## config.mk

```make
export PLATFORM = sky130hd
export DESIGN_NAME = host_cmd_receiver_flat
export DESIGN_NICKNAME = d
export VERILOG_FILES = /design/src/rtl/host_cmd_pkg.sv /design/src/rtl/host_cmd_if.sv /design/src/rtl/host_byte_fetch.sv /design/src/rtl/host_cmd_receiver.sv /design/src/flat_wrapper.sv
export SDC_FILE = /design/constraint.sdc
export NUM_CORES = 1
export LEC_CHECK = 0
export ABC_AREA = 1
export BUFFER_PORTS_ARGS = -buffer_cell sky130_fd_sc_hd__buf_2
export CORE_ASPECT_RATIO = 0.7
export CORE_MARGIN = 10
export CORE_UTILIZATION = 60
export CTS_BUF_LIST = sky130_fd_sc_hd__clkbuf_2
export DETAILED_ROUTE_END_ITERATION = 8
export PLACE_DENSITY = 0.87
export SYNTH_ARGS = -nofsm -noshare
export SYNTH_HDL_FRONTEND = slang
export SYNTH_SLANG_ARGS = --single-unit
```

## constraint.sdc

```tcl
create_clock -name sys_clk -period 4.85 [get_ports sys_clk]
set_input_delay 0.485 -clock sys_clk [delete_from_list [all_inputs] [get_ports sys_clk]]
set_output_delay 0.485 -clock sys_clk [all_outputs]
set_load 0.01 [all_outputs]
```

## src/rtl/host_cmd_pkg.sv

```systemverilog
// Shared definitions for the host command receiver: opcodes, sync byte, FSM states.
// The ACK_WAIT state exists only when HOST_CMD_ACK_EN is defined.
package host_cmd_pkg;

  localparam logic [7:0] SYNC_BYTE_DEF = 8'hAA;

  localparam logic [7:0] OPC_START    = 8'h01;
  localparam logic [7:0] OPC_STOP     = 8'h02;
  localparam logic [7:0] OPC_SCCB_WR  = 8'h03;
  localparam logic [7:0] OPC_SOFT_RST = 8'h04;

  localparam int ACK_STATUS_BIT = 7;

  typedef enum logic [3:0] {
    ST_IDLE,
    ST_GET_OPC,
    ST_GET_ADDR,
    ST_GET_DATA,
    ST_GET_CHK,
    ST_EXEC,
    ST_SCCB_WAIT,
    ST_RST_HOLD
`ifdef HOST_CMD_ACK_EN
    , ST_ACK_WAIT
`endif
  } state_e;

  function automatic logic opc_valid(input logic [7:0] opc);
    return (opc >= OPC_START) && (opc <= OPC_SOFT_RST);
  endfunction

endpackage

```

## src/rtl/host_cmd_if.sv

```systemverilog
// Byte-receive handshake from the FTDI controller plus the SCCB write request channel.
interface host_cmd_if;
  logic [7:0] host_data;
  logic       has_data;
  logic       read_data;
  logic       sccb_req;
  logic [7:0] sccb_addr;
  logic [7:0] sccb_wdata;
  logic       sccb_ack;

  modport master (output host_data, has_data, sccb_ack,
                  input  read_data, sccb_req, sccb_addr, sccb_wdata);
  modport slave  (input  host_data, has_data, sccb_ack,
                  output read_data, sccb_req, sccb_addr, sccb_wdata);
endinterface

```

## src/rtl/host_byte_fetch.sv

```systemverilog
// Pop strobe generation, sample-cycle flag and inter-byte timeout counter.
// rx_byte is valid in the cycle byte_vld is high (one cycle after read_data).
module host_byte_fetch #(
  parameter int TIMEOUT_CYC = 1024
) (
  input  logic       clk,
  input  logic       reset,
  input  logic       fetch_en,
  input  logic       count_en,
  input  logic [7:0] host_data,
  input  logic       has_data,
  output logic       read_data,
  output logic       byte_vld,
  output logic [7:0] rx_byte,
  output logic       timeout
);
  localparam int TW = (TIMEOUT_CYC > 2) ? $clog2(TIMEOUT_CYC) : 1;

  logic          pending;
  logic [TW-1:0] cnt;

  // pending blocks a second pop while the previous byte is still in flight
  assign read_data = fetch_en & has_data & ~pending & ~reset;
  assign byte_vld  = pending;
  assign rx_byte   = host_data;
  assign timeout   = count_en & (cnt == TW'(TIMEOUT_CYC - 1));

  always_ff @(posedge clk) begin
    if (reset) begin
      pending <= 1'b0;
      cnt     <= '0;
    end else begin
      pending <= read_data;
      if (!count_en || pending || timeout) cnt <= '0;
      else                                 cnt <= cnt + TW'(1);
    end
  end

endmodule

```

## src/rtl/host_cmd_receiver.sv

```systemverilog
// Frames [SYNC][OPC][ADDR][DATA][CHK] host packets and executes stream/SCCB/soft-reset commands.
// Define HOST_CMD_ACK_EN to add the ack_data/ack_valid/ack_ready response channel.
module host_cmd_receiver
  import host_cmd_pkg::*;
#(
  parameter logic [7:0] SYNC_BYTE   = SYNC_BYTE_DEF,
  parameter int         TIMEOUT_CYC = 1024,
  parameter int         RST_CYC     = 4
) (
  input  logic        sys_clk,
  input  logic        reset,
  host_cmd_if.slave   bus,
  output logic        stream_en,
  output logic        soft_rst,
  output logic        cmd_err,
  output logic [15:0] pkt_count
`ifdef HOST_CMD_ACK_EN
  , output logic [7:0] ack_data
  , output logic       ack_valid
  , input  logic       ack_ready
`endif
);
  localparam int RC_W = $clog2(RST_CYC + 1);

  state_e          state, state_d, done_st;
  logic            fetch_en, count_en, byte_vld, timeout;
  logic [7:0]      rx_byte;
  logic [7:0]      opc_q, addr_q, data_q;
  logic            exec_ok, pkt_good, pkt_bad;
  logic [RC_W-1:0] rst_cnt;
  logic            sccb_req;
  logic [7:0]      sccb_addr, sccb_wdata;

  host_byte_fetch #(.TIMEOUT_CYC(TIMEOUT_CYC)) u_fetch (
    .clk      (sys_clk),
    .reset    (reset),
    .fetch_en (fetch_en),
    .count_en (count_en),
    .host_data(bus.host_data),
    .has_data (bus.has_data),
    .read_data(bus.read_data),
    .byte_vld (byte_vld),
    .rx_byte  (rx_byte),
    .timeout  (timeout)
  );

  assign bus.sccb_req   = sccb_req;
  assign bus.sccb_addr  = sccb_addr;
  assign bus.sccb_wdata = sccb_wdata;

  always_comb begin
`ifdef HOST_CMD_ACK_EN
    done_st = ST_ACK_WAIT;
`else
    done_st = ST_IDLE;
`endif
    count_en = state inside {ST_GET_OPC, ST_GET_ADDR, ST_GET_DATA, ST_GET_CHK};
    fetch_en = count_en | (state == ST_IDLE);
    // checksum/opcode verdict is taken as CHK lands so effects show one cycle later
    pkt_good = 1'b0;
    pkt_bad  = 1'b0;
    if (state == ST_GET_CHK && byte_vld && !timeout) begin
      if (rx_byte == (opc_q ^ addr_q ^ data_q) && opc_valid(opc_q)) pkt_good = 1'b1;
      else                                                         pkt_bad  = 1'b1;
    end
    state_d = state;
    case (state)
      ST_IDLE:      if (byte_vld && rx_byte == SYNC_BYTE) state_d = ST_GET_OPC;
      ST_GET_OPC:   if (timeout) state_d = ST_IDLE; else if (byte_vld) state_d = ST_GET_ADDR;
      ST_GET_ADDR:  if (timeout) state_d = ST_IDLE; else if (byte_vld) state_d = ST_GET_DATA;
      ST_GET_DATA:  if (timeout) state_d = ST_IDLE; else if (byte_vld) state_d = ST_GET_CHK;
      ST_GET_CHK:   if (timeout) state_d = ST_IDLE; else if (byte_vld) state_d = ST_EXEC;
      ST_EXEC: begin
        if (!exec_ok)                    state_d = done_st;
        else if (opc_q == OPC_SCCB_WR)   state_d = ST_SCCB_WAIT;
        else if (opc_q == OPC_SOFT_RST)  state_d = ST_RST_HOLD;
        else                             state_d = done_st;
      end
      ST_SCCB_WAIT: if (bus.sccb_ack)      state_d = done_st;
      ST_RST_HOLD:  if (rst_cnt == '0)     state_d = done_st;
`ifdef HOST_CMD_ACK_EN
      ST_ACK_WAIT:  if (ack_ready)         state_d = ST_IDLE;
`endif
      default:                             state_d = ST_IDLE;
    endcase
  end

  always_ff @(posedge sys_clk) begin
    if (reset) begin
      state      <= ST_IDLE;
      opc_q      <= '0;
      addr_q     <= '0;
      data_q     <= '0;
      exec_ok    <= 1'b0;
      stream_en  <= 1'b0;
      soft_rst   <= 1'b0;
      rst_cnt    <= '0;
      sccb_req   <= 1'b0;
      sccb_addr  <= '0;
      sccb_wdata <= '0;
      cmd_err    <= 1'b0;
      pkt_count  <= '0;
`ifdef HOST_CMD_ACK_EN
      ack_data   <= '0;
      ack_valid  <= 1'b0;
`endif
    end else begin
      state   <= state_d;
      cmd_err <= pkt_bad | timeout;
      if (byte_vld) begin
        case (state)
          ST_GET_OPC:  opc_q  <= rx_byte;
          ST_GET_ADDR: addr_q <= rx_byte;
          ST_GET_DATA: data_q <= rx_byte;
          default: ;
        endcase
      end
      if (pkt_bad) exec_ok <= 1'b0;
      if (pkt_good) begin
        exec_ok   <= 1'b1;
        pkt_count <= pkt_count + 16'd1;
        case (opc_q)
          OPC_START: stream_en <= 1'b1;
          OPC_STOP:  stream_en <= 1'b0;
          OPC_SCCB_WR: begin
            sccb_req   <= 1'b1;
            sccb_addr  <= addr_q;
            sccb_wdata <= data_q;
          end
          OPC_SOFT_RST: begin
            soft_rst  <= 1'b1;
            rst_cnt   <= RC_W'(RST_CYC - 1);
            stream_en <= 1'b0;
          end
          default: ;
        endcase
      end else if (rst_cnt != '0) begin
        rst_cnt <= rst_cnt - RC_W'(1);
      end else begin
        soft_rst <= 1'b0;
      end
      if (state == ST_SCCB_WAIT && bus.sccb_ack) sccb_req <= 1'b0;
`ifdef HOST_CMD_ACK_EN
      if (state_d == ST_ACK_WAIT && state != ST_ACK_WAIT) begin
        ack_valid <= 1'b1;
        ack_data  <= {exec_ok, opc_q[6:0]};
      end else if (ack_valid && ack_ready) begin
        ack_valid <= 1'b0;
      end
`endif
    end
  end

endmodule

```

## src/flat_wrapper.sv

```systemverilog
// flat-port wrapper written by rule: the top's interface ports become plain ports
module host_cmd_receiver_flat import host_cmd_pkg::*;
#(
  parameter logic [7:0] SYNC_BYTE   = SYNC_BYTE_DEF,
  parameter int         TIMEOUT_CYC = 1024,
  parameter int         RST_CYC     = 4
)
  (sys_clk, reset, stream_en, soft_rst, cmd_err, pkt_count, bus_host_data, bus_has_data, bus_sccb_ack, bus_read_data, bus_sccb_req, bus_sccb_addr, bus_sccb_wdata);
  host_cmd_if bus_i ();
  input  logic sys_clk;
  input  logic reset;
  output logic stream_en;
  output logic soft_rst;
  output logic cmd_err;
  output logic [15:0] pkt_count;
  input wire logic [$bits(bus_i.host_data)-1:0] bus_host_data;
  input wire logic [$bits(bus_i.has_data)-1:0] bus_has_data;
  input wire logic [$bits(bus_i.sccb_ack)-1:0] bus_sccb_ack;
  output wire logic [$bits(bus_i.read_data)-1:0] bus_read_data;
  output wire logic [$bits(bus_i.sccb_req)-1:0] bus_sccb_req;
  output wire logic [$bits(bus_i.sccb_addr)-1:0] bus_sccb_addr;
  output wire logic [$bits(bus_i.sccb_wdata)-1:0] bus_sccb_wdata;
  assign bus_i.host_data = bus_host_data;
  assign bus_i.has_data = bus_has_data;
  assign bus_i.sccb_ack = bus_sccb_ack;
  assign bus_read_data = bus_i.read_data;
  assign bus_sccb_req = bus_i.sccb_req;
  assign bus_sccb_addr = bus_i.sccb_addr;
  assign bus_sccb_wdata = bus_i.sccb_wdata;
  host_cmd_receiver #(.SYNC_BYTE(SYNC_BYTE), .TIMEOUT_CYC(TIMEOUT_CYC), .RST_CYC(RST_CYC)) u_core (.sys_clk(sys_clk), .reset(reset), .bus(bus_i), .stream_en(stream_en), .soft_rst(soft_rst), .cmd_err(cmd_err), .pkt_count(pkt_count));
endmodule
```

* After elaboration in Yosys (flattened, before gate mapping) *
Cells that the tools add are included.

operators by class
  add/subtract/negate cells = 3
  $mul = 0
  divide/modulo/power cells = 0
  $lt $le $gt $ge = 2
  equality and inequality tests = 23
  shift operators = 0
  mux-type cells = 28
  bitwise logic cells = 10
  reduce and logical (&&, ||, !) cells = 28

operators with widths
  cell                                                                               number
  4-bit 2-to-1 mux                                                                   13
  4-bit one-hot mux with 8 select lines                                              1
  16-bit by 1-bit adder with 16-bit output (second input constant)                   1
  4-bit by 3-bit == test with 1-bit output (second input constant)                   4
  8-bit by 2-bit == test with 1-bit output (second input constant)                   2
  8-bit bitwise XOR                                                                  2
  2-bit AND reduction                                                                7
  3-bit 2-to-1 mux                                                                   4
  3-bit by 2-bit != test with 1-bit output (second input constant)                   4
  10-bit by 1-bit adder with 10-bit output (second input constant)                   1
  10-bit == test (second input constant)                                             1
  1-bit 2-to-1 mux                                                                   9
  4-bit by 2-bit == test with 1-bit output (second input constant)                   2
  8-bit by 1-bit == test with 1-bit output (second input constant)                   1
  8-bit by 3-bit == test with 1-bit output (second input constant)                   1
  8-bit == test                                                                      1
  8-bit == test (second input constant)                                              1
  8-bit by 1-bit >= comparator with 1-bit output (second input constant)             1
  8-bit by 3-bit less-or-equal comparator with 1-bit output (second input constant)  1
  7-bit AND reduction                                                                1
  1-bit logical AND                                                                  6
  2-bit != test (second input constant)                                              3
  2-bit nonzero test                                                                 3
  2-bit OR reduction                                                                 3
  13 further kinds                                                                   21

word-level totals
  register bits after elaboration = 79
  bits in latches = 0
  bits in writable memories = 0
  memory bits (read-only) = 0
  input bits = 12
  output and inout bits = 37
  logic and storage cells = 109
  memories kept = 0

* Logic depth before layout (Yosys ltp) *
  word-level depth = 8
  mapped depth = 15
  depth with buffers taken out = 15

* Modules after synthesis *
From an unflattened synthesis, not the netlist that was laid out.

unflattened totals
  cell total of the unflattened synthesis = 609
  area total of the unflattened synthesis = 4181.5 sq um

modules (own cells, without submodules)
  module             instances  cells an instance  area each (sq um)  seq. area each (sq um)
  host_cmd_receiver  1          534                3604.7             1341.3
  host_byte_fetch    1          75                 576.8              220.2

* Worst setup path before layout *
No wires, ideal clock.

  path kind = input -> register
  start point = in bus_host_data[6]
  end point = reg u_core.sccb_wdata[3], in the netlist u_core.bus.sccb_wdata[3]
  setup time = 0.132 ns
  arrival = 1.644 ns
  required time = 4.718 ns
  setup slack = 3.074 ns
  cell stages on the path = 11
  buffers on the path = 3
  cell sequence = buf_2 > xor2_1 > nand2_1 > nand2_1 > nand2_1 > nor2_2 > nand4_4 > buf_6 > buf_6 > o21ai_1 > a21oi_1

between the ends
  cells in the longest elaborated chain, start to end = 5

RTL lines
  item                                  line                      source
  start: declaration                    flat_wrapper.sv:16        input wire logic [$bits(bus_i.host_data)-1:0] bus_host_data;
  8-bit == test                         host_cmd_receiver.sv:63   if (rx_byte == (opc_q ^ addr_q ^ data_q) && opc_valid(opc_q)) pkt_good = 1'b1;
  1-bit logical AND                     host_cmd_receiver.sv:63
  1-bit 2-to-1 mux                      host_cmd_receiver.sv:63
  1-bit 2-to-1 mux                      host_cmd_receiver.sv:62   if (state == ST_GET_CHK && byte_vld && !timeout) begin
  2-bit AND reduction (no source line)  --
  end signal: assignment                host_cmd_receiver.sv:128  sccb_wdata <= data_q;
  end: declaration                      host_cmd_receiver.sv:32   logic [7:0] sccb_addr, sccb_wdata;

No other way between the ends.
A chain may end at the register's enable or synchronous reset.

* Final worst setup path *
  start point = reg u_core.u_fetch.cnt[0]
  end point = reg u_core.sccb_wdata[7], in the netlist u_core.bus.sccb_wdata[7]

between the ends
  cells in the longest elaborated chain, start to end = 6

RTL lines
  item                                  line                     source
  start: declaration                    host_byte_fetch.sv:20    logic [TW-1:0] cnt;
  start signal: assignment              host_byte_fetch.sv:35    else cnt <= cnt + TW'(1);
  10-bit == test                        host_byte_fetch.sv:26    assign timeout = count_en & (cnt == TW'(TIMEOUT_CYC - 1));
  1-bit bitwise AND                     host_byte_fetch.sv:26
  1-bit logical NOT                     host_cmd_receiver.sv:62
  1-bit logical AND                     host_cmd_receiver.sv:62
  1-bit 2-to-1 mux                      host_cmd_receiver.sv:62
  2-bit AND reduction (no source line)  --

No other way between the ends.

==> impl_metrics.sql <==
INSERT INTO impl_metrics (metric_group, metric, value, unit) VALUES
('clock_tree', 'clk_root_buffer_cell', 'sky130_fd_sc_hd__clkbuf_2', ''),
('min_path', 'min_delay_worst_endpoint', 'u_core.u_fetch.byte_vld', ''),
('floorplanning', 'height_of_the_chip', '87.8', 'µm'),
('logic_synthesis', 'synth_area', '3940', 'µm²'),
('sta', 'final.period_utilization', '0.550', ''),
('pwr', 'worst_ir_drop_vdd', '0.000198', 'V'),
('cells_and_area', 'post_route_cells_drive_above_1_share', '0.137', ''),
('critical_path', 'crit_path_start_kind', 'register', ''),
('sta', 'finalMaxSlewViolations', '0', ''),
('route', 'count_of_routing_violations_after_the_opening_detailed_route_iteration', '338', ''),
('placement', 'numPortBuffers', '48', ''),
('clock_tree', 'post_cts.resized_instances', '0', ''),
('clock_tree', 'cts_max_path_buffers', '2', ''),
('route', 'antenna_left', '0', ''),
('logic_synthesis', 'register_bit_total_from_synthesis', '78', ''),
('cells_and_area', 'finish.cell_count_without_fillers', '690', ''),
('min_path', 'worstHoldPathCells', '3', ''),
('floorplanning', 'rows', '24', ''),
('route', 'drt-vias-per-instance', '5.59', ''),
('cells_and_area', 'fin_util', '0.682', ''),
('critical_path', 'ff2ff_path_depth', '10', ''),
('logic_synthesis', 'syn_nets', '585', ''),
('route', 'wire_length_per_cell_after_detailed_routing', '14.4', 'µm'),
('clock_tree', 'post-cts-setup-buffers', '0', ''),
('logic_synthesis', 'synth_enable_flop_cells', '0', ''),
('cells_and_area', 'synthToLayoutAreaGrowth', '9.11', '%'),
('sta', 'actual_slew_at_the_worst_max_slew_pin', '0.847', 'ns'),
('logic_synthesis', 'synth.distinct_cells', '34', ''),
('placement', 'place.detailed.instances', '674', ''),
('logic_synthesis', 'synthTopCellsByCount', 'sky130_fd_sc_hd__nand2_1 (146), sky130_fd_sc_hd__dfxtp_1 (78), sky130_fd_sc_hd__a21oi_1 (66)', ''),
('logic_synthesis', 'synth_top_area_cell', 'sky130_fd_sc_hd__dfxtp_1', ''),
('cells_and_area', 'layout.filler_cells', '544', ''),
('logic_synthesis', 'synthArstFlopShare', '0', ''),
('sta', 'achievable-frequency', '375', 'MHz'),
('outcome', 'outcome', 'finished, final reports clean', ''),
('logic_synthesis', 'synthMostInstantiatedCell', 'sky130_fd_sc_hd__nand2_1', ''),
('clock_tree', 'h-tree-depth', '3', ''),
('critical_path', 'endpoint_kind', 'register', ''),
('placement', 'gpl.final_weighted_congestion', '0.969', ''),
('global_routing', 'grt_start_max_net_pins', '42', ''),
('floorplanning', 'floorplan.initialDensity', '0.625', ''),
('sta', 'whs', '0.207', 'ns'),
('clock_tree', 'clock_latency', '0.53', 'ns'),
('clock_tree', 'cts_hold_buf', '0', ''),
('floorplanning', 'io_pins', '49', ''),
('sta', 'rsz_0062_raised_after_global_routing', 'false', ''),
('min_path', 'worst_hold_path_type', 'in -> reg', ''),
('route', 'post-route-drc-count', '0', ''),
('pwr', 'power.static_leakage', '0.00181', 'µW'),
('cells_and_area', 'antenna_cells_inserted', '0', ''),
('sta', 'timing.final.hold_violations', '0', ''),
('floorplanning', 'die_area', '10300', 'µm²'),
('route', 'topRoutingLayerUsed', 'met4', ''),
('sta', 'slew_headroom', '0.435', ''),
('logic_synthesis', 'synth_sequential_area_ratio', '0.396', ''),
('global_routing', 'grt_first_pass_wirelength', '16600', 'µm'),
('clock_tree', 'tritoncts_clock_tree', 'built', ''),
('run', 'max_cap_viol_count', '0', ''),
('sta', 'final-setup-viol-count', '0', ''),
('sta', 'finClkSkew', '0.0142', 'ns'),
('logic_synthesis', 'synth_area_per_cell', '6.92', 'µm²'),
('route', 'wl_met1', '4490', 'µm'),
('sta', 'setup-tns-final', '0', 'ns'),
('logic_synthesis', 'synth.top_cells.by_area', 'sky130_fd_sc_hd__dfxtp_1 (40%), sky130_fd_sc_hd__nand2_1 (14%), sky130_fd_sc_hd__a21oi_1 (8.4%)', ''),
('cells_and_area', 'postLayoutCellArea', '4300', 'µm²'),
('global_routing', 'grt_overflow_total', '0', ''),
('sta', 'final.min_clock_period', '2.67', 'ns'),
('logic_synthesis', 'yosysWarnings', '0', ''),
('route', 'drt_wl_total', '9950', 'µm'),
('cells_and_area', 'nNetsFinal', '623', ''),
('placement', 'detailedPlacementHpwl', '7300', 'µm');
-- worst max path at each step --
stage	start	end	slack, ns	depth (start not counted)
after floorplan	bus_host_data[6]	u_core.bus.sccb_wdata[3]	3.07	11
after global placement	bus_host_data[7]	u_core.bus.sccb_addr[7]	2.39	12
after detailed placement	bus_host_data[4]	u_core.bus.sccb_wdata[5]	2.23	12
after CTS	u_core.u_fetch.cnt[0]	u_core.bus.sccb_wdata[5]	2.21	10
after global routing	u_core.u_fetch.cnt[0]	u_core.bus.sccb_addr[3]	1.96	10
final	u_core.u_fetch.cnt[0]	u_core.bus.sccb_wdata[7]	2.18	10
-- power breakdown --
group	switching [µW]	total (µW)	internal (µW)
logic	88.8	140	51.4
registers	8.58	664	655
clock network	232	407	175
total	329	1210	882
-- layout make-up --
type | instances | area, µm² | area share
Multi-Input combinational cell | 408 | 2030 | 0.472
Tap cell | 78 | 97.6 | 0.0227
Clock buffer | 11 | 55.1 | 0.0128
Timing Repair Buffer | 48 | 240 | 0.0559
Clock inverter | 5 | 83.8 | 0.0195
Sequential cell | 78 | 1560 | 0.363
Inverter | 62 | 233 | 0.0541
-- kinds of logic (layout without fill, tap and decap cells) --
kind of cell,Yosys count,count (layout),synth area share
AND/OR/NAND/NOR,269,269,0.306
AO/OA/AOI/OAI,111,111,0.143
buffers and inverters,83,126,0.0889
flip-flops,78,78,0.396
XOR/XNOR,24,24,0.0533
adder cells (fa/ha/maj),4,4,0.0127
-- worst max-delay path, stage by stage (launching register included) --
cell	delay, ns
sky130_fd_sc_hd__dfxtp_1	0.39
sky130_fd_sc_hd__ha_1	0.21
sky130_fd_sc_hd__nand2_1	0.08
sky130_fd_sc_hd__nor2_1	0.06
sky130_fd_sc_hd__nand3b_1	0.16
sky130_fd_sc_hd__nand2_1	0.15
sky130_fd_sc_hd__nor2_4	0.20
sky130_fd_sc_hd__nand4_4	0.50
sky130_fd_sc_hd__nor2_4	0.54
sky130_fd_sc_hd__nand2_1	0.11
sky130_fd_sc_hd__a21oi_1	0.18
-- per-stage QoR --
step                worst slack (ns)  power, µW
floorplan                       3.07        780
global placement                2.39        808
detailed placement              2.23        814
CTS                             2.21       1220
global route                    1.96       1270
finish                          2.18       1210
-- layer usage --
layer  GRT usage  up-vias
met4      0.0582        0
met3      0.0594       24
met2       0.313      166
li1            -     1919
met1       0.256     1749
met5           0        -
-- registers in the layout, indices dropped and copies added, names as in the netlist, 3 cells and up --
signal,cells
u_core.opc_q,8
u_core.pkt_count,16
u_core.addr_q,8
u_core.rst_cnt,3
u_core.bus.sccb_addr,8
u_core.bus.sccb_wdata,8
u_core.u_fetch.cnt,10
u_core.state,3
u_core.data_q,8
-- cells in the final DEF, fill, tap and decap left out, drive strengths merged --
| master | Yosys | layout |
|---|---|---|
| clkbuf | 14 | 11 |
| inv | 61 | 61 |
| xnor2 | 10 | 10 |
| nand2 | 148 | 148 |
| a31oi | 1 | 1 |
| buf | 7 | 48 |
| nand3b | 1 | 1 |
| a211oi | 1 | 1 |
| ha | 4 | 4 |
| nor3b | 3 | 3 |
| and3 | 2 | 2 |
| o21ai | 42 | 42 |
| a21oi | 66 | 66 |
| o2111ai | 1 | 1 |
| nand4 | 9 | 9 |
| nor4 | 3 | 3 |
| or2 | 2 | 2 |
| xor2 | 14 | 14 |
| nor2 | 49 | 49 |
| nor3 | 16 | 16 |
| bufinv | 0 | 2 |
| clkinv | 1 | 2 |
| clkinvlp | 0 | 2 |
| nand3 | 36 | 36 |
| dfxtp | 78 | 78 |
Note: power is estimated with default switching activity, not from simulation.
